## src/rtl/dm_access_unit_if.sv

```systemverilog
// Data-bus interface between dm_access_unit (master) and the data memory (slave).
// Single-outstanding req/ack protocol: req is held until a one-cycle ack,
// and address, byte enables, write data and we stay stable while req is high.
interface dm_access_unit_if;
    logic        bus_req;
    logic        bus_we;
    logic [31:0] bus_addr;
    logic [3:0]  bus_be;
    logic [31:0] bus_wdata;
    logic        bus_ack;
    logic [31:0] bus_rdata;

    modport master (
        output bus_req, bus_we, bus_addr, bus_be, bus_wdata,
        input  bus_ack, bus_rdata
    );

    modport slave (
        input  bus_req, bus_we, bus_addr, bus_be, bus_wdata,
        output bus_ack, bus_rdata
    );
endinterface

```

## src/rtl/dm_access_unit.sv

```systemverilog
// Data-memory stage engine: runs one req/ack transaction per load/store taken
// from ex_dm_register, stalls the pipeline while it is in flight, aborts with
// bus_err after TIMEOUT_CYCLES busy cycles without ack, and returns the
// lane-selected, sign/zero-extended load data.
// Optional macro DM_MISALIGN_TRAP_EN: misaligned H/W accesses are blocked and
// reported on the extra 'misalign' output instead of reaching the bus.
module dm_access_unit #(
    parameter int unsigned TIMEOUT_CYCLES = 16
) (
    input  logic                     clk,
    input  logic                     reset,
    input  logic                     m_valid,
    input  logic [31:0]              m_alu_y,
    input  logic [31:0]              m_wdata,
    input  logic                     m_mem_read,
    input  logic                     m_mem_write,
    input  logic [2:0]               m_funct3,
    output logic                     stall,
    dm_access_unit_if.master         bus,
    output logic [31:0]              w_rdata,
    output logic                     w_valid,
    output logic                     bus_err
`ifdef DM_MISALIGN_TRAP_EN
    ,
    output logic                     misalign
`endif
);

    typedef enum logic {
        IDLE,
        BUSY
    } state_t;

    state_t      r_state;
    state_t      w_next_state;

    logic        r_bus_req;
    logic        r_bus_we;
    logic [31:0] r_bus_addr;
    logic [3:0]  r_bus_be;
    logic [31:0] r_bus_wdata;
    logic [31:0] r_w_rdata;
    logic        r_w_valid;
    logic        r_bus_err;
    logic [7:0]  r_cnt;
    logic        r_is_load;
    logic [1:0]  r_lane;
    logic [2:0]  r_funct3;
`ifdef DM_MISALIGN_TRAP_EN
    logic        r_misalign;
`endif

    logic        w_mem_op;
    logic        w_misalign_block;
    logic        w_start;
    logic        w_timeout;
    logic [1:0]  w_lane;
    logic [3:0]  w_be;
    logic [31:0] w_wdata;
    logic [31:0] w_shifted;
    logic [31:0] w_load_data;

    // Request decode: lane, byte enables, replicated store data, start/block
    always_comb begin
        w_mem_op         = m_valid & (m_mem_read | m_mem_write);
        w_misalign_block = 1'b0;
        w_lane           = 2'b00;
        w_be             = 4'hF;
        w_wdata          = m_wdata;
        case (m_funct3)
            3'b000, 3'b100: begin
                w_lane  = m_alu_y[1:0];
                w_be    = 4'b0001 << m_alu_y[1:0];
                w_wdata = {4{m_wdata[7:0]}};
            end
            3'b001, 3'b101: begin
                w_lane  = {m_alu_y[1], 1'b0};
                w_be    = 4'b0011 << {m_alu_y[1], 1'b0};
                w_wdata = {2{m_wdata[15:0]}};
`ifdef DM_MISALIGN_TRAP_EN
                w_misalign_block = w_mem_op & m_alu_y[0];
`endif
            end
            default: begin
`ifdef DM_MISALIGN_TRAP_EN
                if (m_funct3 == 3'b010) begin
                    w_misalign_block = w_mem_op & (m_alu_y[1:0] != 2'b00);
                end
`endif
            end
        endcase
        w_start   = w_mem_op & ~w_misalign_block;
        w_timeout = (r_cnt == 8'(TIMEOUT_CYCLES - 1));
    end

    // Load extension from the registered lane and size of the access in flight
    always_comb begin
        w_shifted   = bus.bus_rdata >> {r_lane, 3'b000};
        w_load_data = bus.bus_rdata;
        case (r_funct3)
            3'b000:  w_load_data = {{24{w_shifted[7]}}, w_shifted[7:0]};
            3'b100:  w_load_data = {24'h000000, w_shifted[7:0]};
            3'b001:  w_load_data = {{16{w_shifted[15]}}, w_shifted[15:0]};
            3'b101:  w_load_data = {16'h0000, w_shifted[15:0]};
            default: w_load_data = bus.bus_rdata;
        endcase
    end

    // Next-state and stall; stall is forced low while reset is asserted
    always_comb begin
        w_next_state = r_state;
        stall        = 1'b0;
        case (r_state)
            IDLE: begin
                if (w_start) begin
                    w_next_state = BUSY;
                    stall        = 1'b1;
                end
            end
            BUSY: begin
                if (bus.bus_ack || w_timeout) begin
                    w_next_state = IDLE;
                end else begin
                    stall = 1'b1;
                end
            end
            default: w_next_state = IDLE;
        endcase
        if (!reset) begin
            stall = 1'b0;
        end
    end

    // FSM state register
    always_ff @(posedge clk) begin
        if (!reset) begin
            r_state <= IDLE;
        end else begin
            r_state <= w_next_state;
        end
    end

    // Bus request, timeout counter and writeback registers
    always_ff @(posedge clk) begin
        if (!reset) begin
            r_bus_req   <= 1'b0;
            r_bus_we    <= 1'b0;
            r_bus_addr  <= '0;
            r_bus_be    <= '0;
            r_bus_wdata <= '0;
            r_w_rdata   <= '0;
            r_w_valid   <= 1'b0;
            r_bus_err   <= 1'b0;
            r_cnt       <= '0;
            r_is_load   <= 1'b0;
            r_lane      <= '0;
            r_funct3    <= '0;
`ifdef DM_MISALIGN_TRAP_EN
            r_misalign  <= 1'b0;
`endif
        end else begin
            r_w_valid <= 1'b0;
            r_bus_err <= 1'b0;
`ifdef DM_MISALIGN_TRAP_EN
            r_misalign <= (r_state == IDLE) & w_misalign_block;
`endif
            case (r_state)
                IDLE: begin
                    if (w_start) begin
                        r_bus_req   <= 1'b1;
                        r_bus_we    <= ~m_mem_read;
                        r_bus_addr  <= {m_alu_y[31:2], 2'b00};
                        r_bus_be    <= w_be;
                        r_bus_wdata <= w_wdata;
                        r_cnt       <= '0;
                        r_is_load   <= m_mem_read;
                        r_lane      <= w_lane;
                        r_funct3    <= m_funct3;
                    end
                end
                BUSY: begin
                    if (bus.bus_ack) begin
                        r_bus_req <= 1'b0;
                        r_w_valid <= 1'b1;
                        if (r_is_load) begin
                            r_w_rdata <= w_load_data;
                        end
                    end else if (w_timeout) begin
                        r_bus_req <= 1'b0;
                        r_bus_err <= 1'b1;
                    end else begin
                        r_cnt <= r_cnt + 8'd1;
                    end
                end
                default: ;
            endcase
        end
    end

    assign bus.bus_req   = r_bus_req;
    assign bus.bus_we    = r_bus_we;
    assign bus.bus_addr  = r_bus_addr;
    assign bus.bus_be    = r_bus_be;
    assign bus.bus_wdata = r_bus_wdata;
    assign w_rdata       = r_w_rdata;
    assign w_valid       = r_w_valid;
    assign bus_err       = r_bus_err;
`ifdef DM_MISALIGN_TRAP_EN
    assign misalign      = r_misalign;
`endif

endmodule
```

## src/flat_wrapper.sv

```systemverilog
// flat-port wrapper written by rule: the top's interface ports become plain ports
module dm_access_unit_flat 
#(
    parameter int unsigned TIMEOUT_CYCLES = 16
)
  (clk, reset, m_valid, m_alu_y, m_wdata, m_mem_read, m_mem_write, m_funct3, stall, w_rdata, w_valid, bus_err, bus_bus_req, bus_bus_we, bus_bus_addr, bus_bus_be, bus_bus_wdata, bus_bus_ack, bus_bus_rdata);
  dm_access_unit_if bus_i ();
  input  logic clk;
  input  logic reset;
  input  logic m_valid;
  input  logic [31:0] m_alu_y;
  input  logic [31:0] m_wdata;
  input  logic m_mem_read;
  input  logic m_mem_write;
  input  logic [2:0] m_funct3;
  output logic stall;
  output logic [31:0] w_rdata;
  output logic w_valid;
  output logic bus_err;
  output wire logic [$bits(bus_i.bus_req)-1:0] bus_bus_req;
  output wire logic [$bits(bus_i.bus_we)-1:0] bus_bus_we;
  output wire logic [$bits(bus_i.bus_addr)-1:0] bus_bus_addr;
  output wire logic [$bits(bus_i.bus_be)-1:0] bus_bus_be;
  output wire logic [$bits(bus_i.bus_wdata)-1:0] bus_bus_wdata;
  input wire logic [$bits(bus_i.bus_ack)-1:0] bus_bus_ack;
  input wire logic [$bits(bus_i.bus_rdata)-1:0] bus_bus_rdata;
  assign bus_bus_req = bus_i.bus_req;
  assign bus_bus_we = bus_i.bus_we;
  assign bus_bus_addr = bus_i.bus_addr;
  assign bus_bus_be = bus_i.bus_be;
  assign bus_bus_wdata = bus_i.bus_wdata;
  assign bus_i.bus_ack = bus_bus_ack;
  assign bus_i.bus_rdata = bus_bus_rdata;
  dm_access_unit #(.TIMEOUT_CYCLES(TIMEOUT_CYCLES)) u_core (.clk(clk), .reset(reset), .m_valid(m_valid), .m_alu_y(m_alu_y), .m_wdata(m_wdata), .m_mem_read(m_mem_read), .m_mem_write(m_mem_write), .m_funct3(m_funct3), .stall(stall), .bus(bus_i), .w_rdata(w_rdata), .w_valid(w_valid), .bus_err(bus_err));
endmodule
```

## config.mk

```make
export PLATFORM = sky130hd
export DESIGN_NAME = dm_access_unit_flat
export DESIGN_NICKNAME = d
export VERILOG_FILES = /design/src/rtl/dm_access_unit_if.sv /design/src/rtl/dm_access_unit.sv /design/src/flat_wrapper.sv
export SDC_FILE = /design/constraint.sdc
export NUM_CORES = 1
export LEC_CHECK = 0
export ABC_AREA = 1
export CORE_ASPECT_RATIO = 1.4
export CORE_MARGIN = 5
export CORE_UTILIZATION = 52
export DETAILED_ROUTE_END_ITERATION = 10
export DONT_BUFFER_PORTS = 1
export GPL_TIMING_DRIVEN = 0
export PLACE_DENSITY = 0.7
export SYNTH_ARGS = -nofsm -noshare
export SYNTH_HDL_FRONTEND = slang
export SYNTH_SLANG_ARGS = --single-unit
```

## constraint.sdc

```tcl
create_clock -name clk -period 1.2 [get_ports clk]
set_input_delay 0.06 -clock clk [delete_from_list [all_inputs] [get_ports clk]]
set_output_delay 0.06 -clock clk [all_outputs]
set_load 0.01 [all_outputs]
```

==> results.cfg <==
[synthesis]
yosysWarnings = 0
synth-edff-count = 0
synth_ff_type = dfxtp_1
synth.most_common_cell = nand2_1
ys_ff_latch = 117
synthTopCellsByCount = 144 x nand2_1, 117 x dfxtp_1, 99 x o21ai_0
yosys.area.top_type = dfxtp_1
syn-cell-area_um2 = 5290
synth_cell_types = 35
syn_avg_cell_area_um2 = 7.17
async_reset_ff_share_pct = 0
synth.area.top_cells = dfxtp_1 44%, nand2_1 10%, o21ai_0 9.4%
postSynthCellCount = 738
synth_top_area_share_pct = 44.3
synth_seq_area_share_pct = 44.3

[setup_path]
rrSetupSlack_ns = -0.34
crit_slowest_cell = dfxtp_4
timing.rr.start = u_core.r_lane[1]
rr_endpoint = u_core.w_rdata[13]
cpPeakStageDelay_ns = 0.40
rr_worst_depth = 10
crit_type = reg -> out
startpoint_type = register
required_ns = 1.14
crit_arrival_ns = 1.50
worst-path-max-fanout = 5
path_cells = nand2_1, nor2_2, nand3_2, nand3_4, nand2_4, inv_4, nor2_4
crit_path_end_kind = output port

[sta]
finalSetupViolCount = 116
rsz0062_at_grt = true
slew_headroom_pct = 39.5
hold_viol_final = 1
worstMarginPinSlew_ns = 0.908
finalClockSkew_ns = 0.0127
fmax_mhz = 640
period_needed_ns = 1.56
drv_slew = 0
fin_tns_setup_ns = -14.56
finalCritPeriodShare_pct = 130
worst_slack_ns = -0.363
whs_ns = -0.00468

[routing]
vias_per_cell = 6.56
wl_um = 29000
vias = 7013
ant_nets = 0
avgRoutedWirePerCell_um = 27.1
drt_iter0_markers = 856
route.detailed.drc = 0
dr.pass1.iters = 6

[power_and_ir_drop]
leakage_nw = 3.82
combPwrFrac_pct = 20.0
power.total_mw = 12.2
clockPowerShare_pct = 43.5
seqPwrFrac_pct = 36.4
p_sw_share_pct = 29.3
p_switching_mw = 3.58
powerDensity_nw_per_um2 = 1350
peakVddDrop_v = 0.00129
p_int_mw = 8.66

[final_layout]
fin_util_pct = 91.4
area_growth_pct = 71.8
final_nets = 1026
layout-drive-gt1-share_pct = 34.5

[clock_tree]
clk_latency_ns = 0.41
path_clk_slew_ns = 0.06
cts_sinks = 117
cts_buffers = 17
cts_buffer_depth = 2
cts-root-buf = clkbuf_16
cts_tree = done
h-tree-depth = 4

[die]
die_w_um = 95.3
std_cell_rows = 43
dieHeight_um = 129
die_area_um2 = 12300
core_um2 = 9950
start_util_pct = 53.2
pin_count = 210

[placed_design]
hpwl_um = 13100
gp_congestion = 0.860
io_buffers = 0

[grt]
grt_max_degree = 17
grt_util_all_layers_pct = 35.0
grt_first_pass_wirelength_um = 33300
grt_antenna_before_repair = 2
first_global_vias = 6524
overflow = 0

[status]
violations = hold timing, setup timing
status = complete, but fails checks

[min_path]
min_from = bus_bus_rdata[14]
whs_path_depth = 6
hold_path_class = in -> reg
min_to = u_core.w_rdata[14]

[flow_run]
cap_violations = 0
==> worst max-delay path by stage <==
| stage | startpoint | endpoint | depth (start not counted) |
|---|---|---|---|
| after detailed placement | u_core.r_state | u_core.w_rdata[11] | 7 |
| after CTS | u_core.r_cnt[0] | stall | 8 |
| after global placement | u_core.r_state | u_core.w_rdata[13] | 7 |
| after floorplan | u_core.r_lane[1] | u_core.w_rdata[24] | 10 |
| final | u_core.r_cnt[2] | stall | 7 |
| after global routing | u_core.r_lane[1] | u_core.w_rdata[13] | 10 |
==> power by group through the flow <==
stage	Combinational, mW	Clock, mW	Sequential (mW)
final	2.45	5.33	4.46
after global routing	2.53	5.45	4.47
after CTS	1.72	5.21	4.41
after detailed placement	0.979	0	4.48
after global placement	0.941	0	4.48
after floorplan	0.750	0	4.41
==> final cells by class <==
class,count,area (µm²)
diodes,1,2.50
multi-input cells,502,3390
plain buffers,43,424
flip-flops and latches,117,2360
fillers,358,860
clock buffers,24,483
repair buffers,167,1840
clock inverters,8,121
inverters,72,294
well taps,135,169
==> routing by layer <==
metal / GRT usage, % / share of wire (%) / up-vias / wire, µm
li1: - / - / 2798 / -
met4: 20.9 / 9.7 / 2 / 2810
met3: 12.0 / 12 / 277 / 3610
met2: 61.4 / 48 / 732 / 13800
met1: 35.2 / 30 / 3204 / 8750
met5: 0 / 0.066 / - / 19
==> cell usage in the layout, fill, tap and decap left out, types with 4 or more instances in the layout <==
| cell | n |
|---|---|
| o21ai_2 | 43 |
| o21ai_4 | 8 |
| dfxtp_2 | 6 |
| nor2_4 | 18 |
| dlygate4sd3_1 | 102 |
| o21ai_0 | 27 |
| inv_4 | 4 |
| nand2_4 | 6 |
| o211ai_1 | 9 |
| inv_2 | 5 |
| o21bai_4 | 4 |
| buf_6 | 33 |
| buf_8 | 14 |
| inv_1 | 60 |
| buf_4 | 25 |
| nand3_4 | 9 |
| nand3_2 | 37 |
| clkbuf_16 | 22 |
| a21oi_1 | 18 |
| o21ai_1 | 35 |
| dfxtp_4 | 4 |
| nand2_1 | 127 |
| o21bai_1 | 13 |
| o21a_1 | 8 |
| a31oi_1 | 9 |
| nand3_1 | 11 |
| dfxtp_1 | 107 |
| nand4_1 | 8 |
| clkbuf_1 | 14 |
| buf_1 | 4 |
| nand2_2 | 10 |
| nor2_1 | 50 |
| buf_12 | 9 |
| nor2_2 | 20 |
| a21oi_2 | 11 |
==> metrics by stage <==
| step | area (µm²) | setup slack [ns] | std cells |
|---|---|---|---|
| 5_1_grt | 9090 | -0.393 | 1069 |
| 3_5_place_dp | 5570 | -0.369 | 874 |
| 2_1_floorplan | 5400 | -0.0588 | 739 |
| 3_3_place_gp | 5570 | -0.317 | 874 |
| 6_report | 9090 | -0.363 | 1069 |
| 4_1_cts | 8190 | -0.251 | 1051 |
==> sequential cells by signal, summed over array words and instances (netlist names), 2 cells and up <==
signal	count
u_core.bus.bus_wdata	32
u_core.w_rdata	32
u_core.bus.bus_addr	30
u_core.r_cnt	8
u_core.bus.bus_be	4
u_core.r_funct3	3
u_core.r_lane	2
==> what timing repair did <==
item / CTS / global route
endpoints found under the hold margin: 108 / 1
resized for setup: 208 / 204
hold buffers: 102 / 1
buffers inserted: 40 / 20
endpoints found under the setup margin: 116 / 117
pin swaps: 48 / 70
gates cloned: 8 / 5
==> critical path: cells and delay by family, from the launching register on <==
kind,cells,cell delay [ns]
and+or+nand+nor,6,0.62
DFF,1,0.40
buffers and inverters,1,0.07
==> kinds of logic after synthesis <==
| kind of cell | count (synthesis) | share of synthesized area [%] |
|---|---|---|
| AND/OR/NAND/NOR | 303 | 24.7 |
| AO/OA/AOI/OAI | 194 | 20.6 |
| buffers and inverters | 120 | 9.81 |
| flip-flops | 117 | 44.3 |
| XOR/XNOR | 2 | 0.331 |
| adder cells (fa/ha/maj) | 1 | 0.236 |
| other | 1 | 0.0709 |
Power figures use the tool's default switching activity.
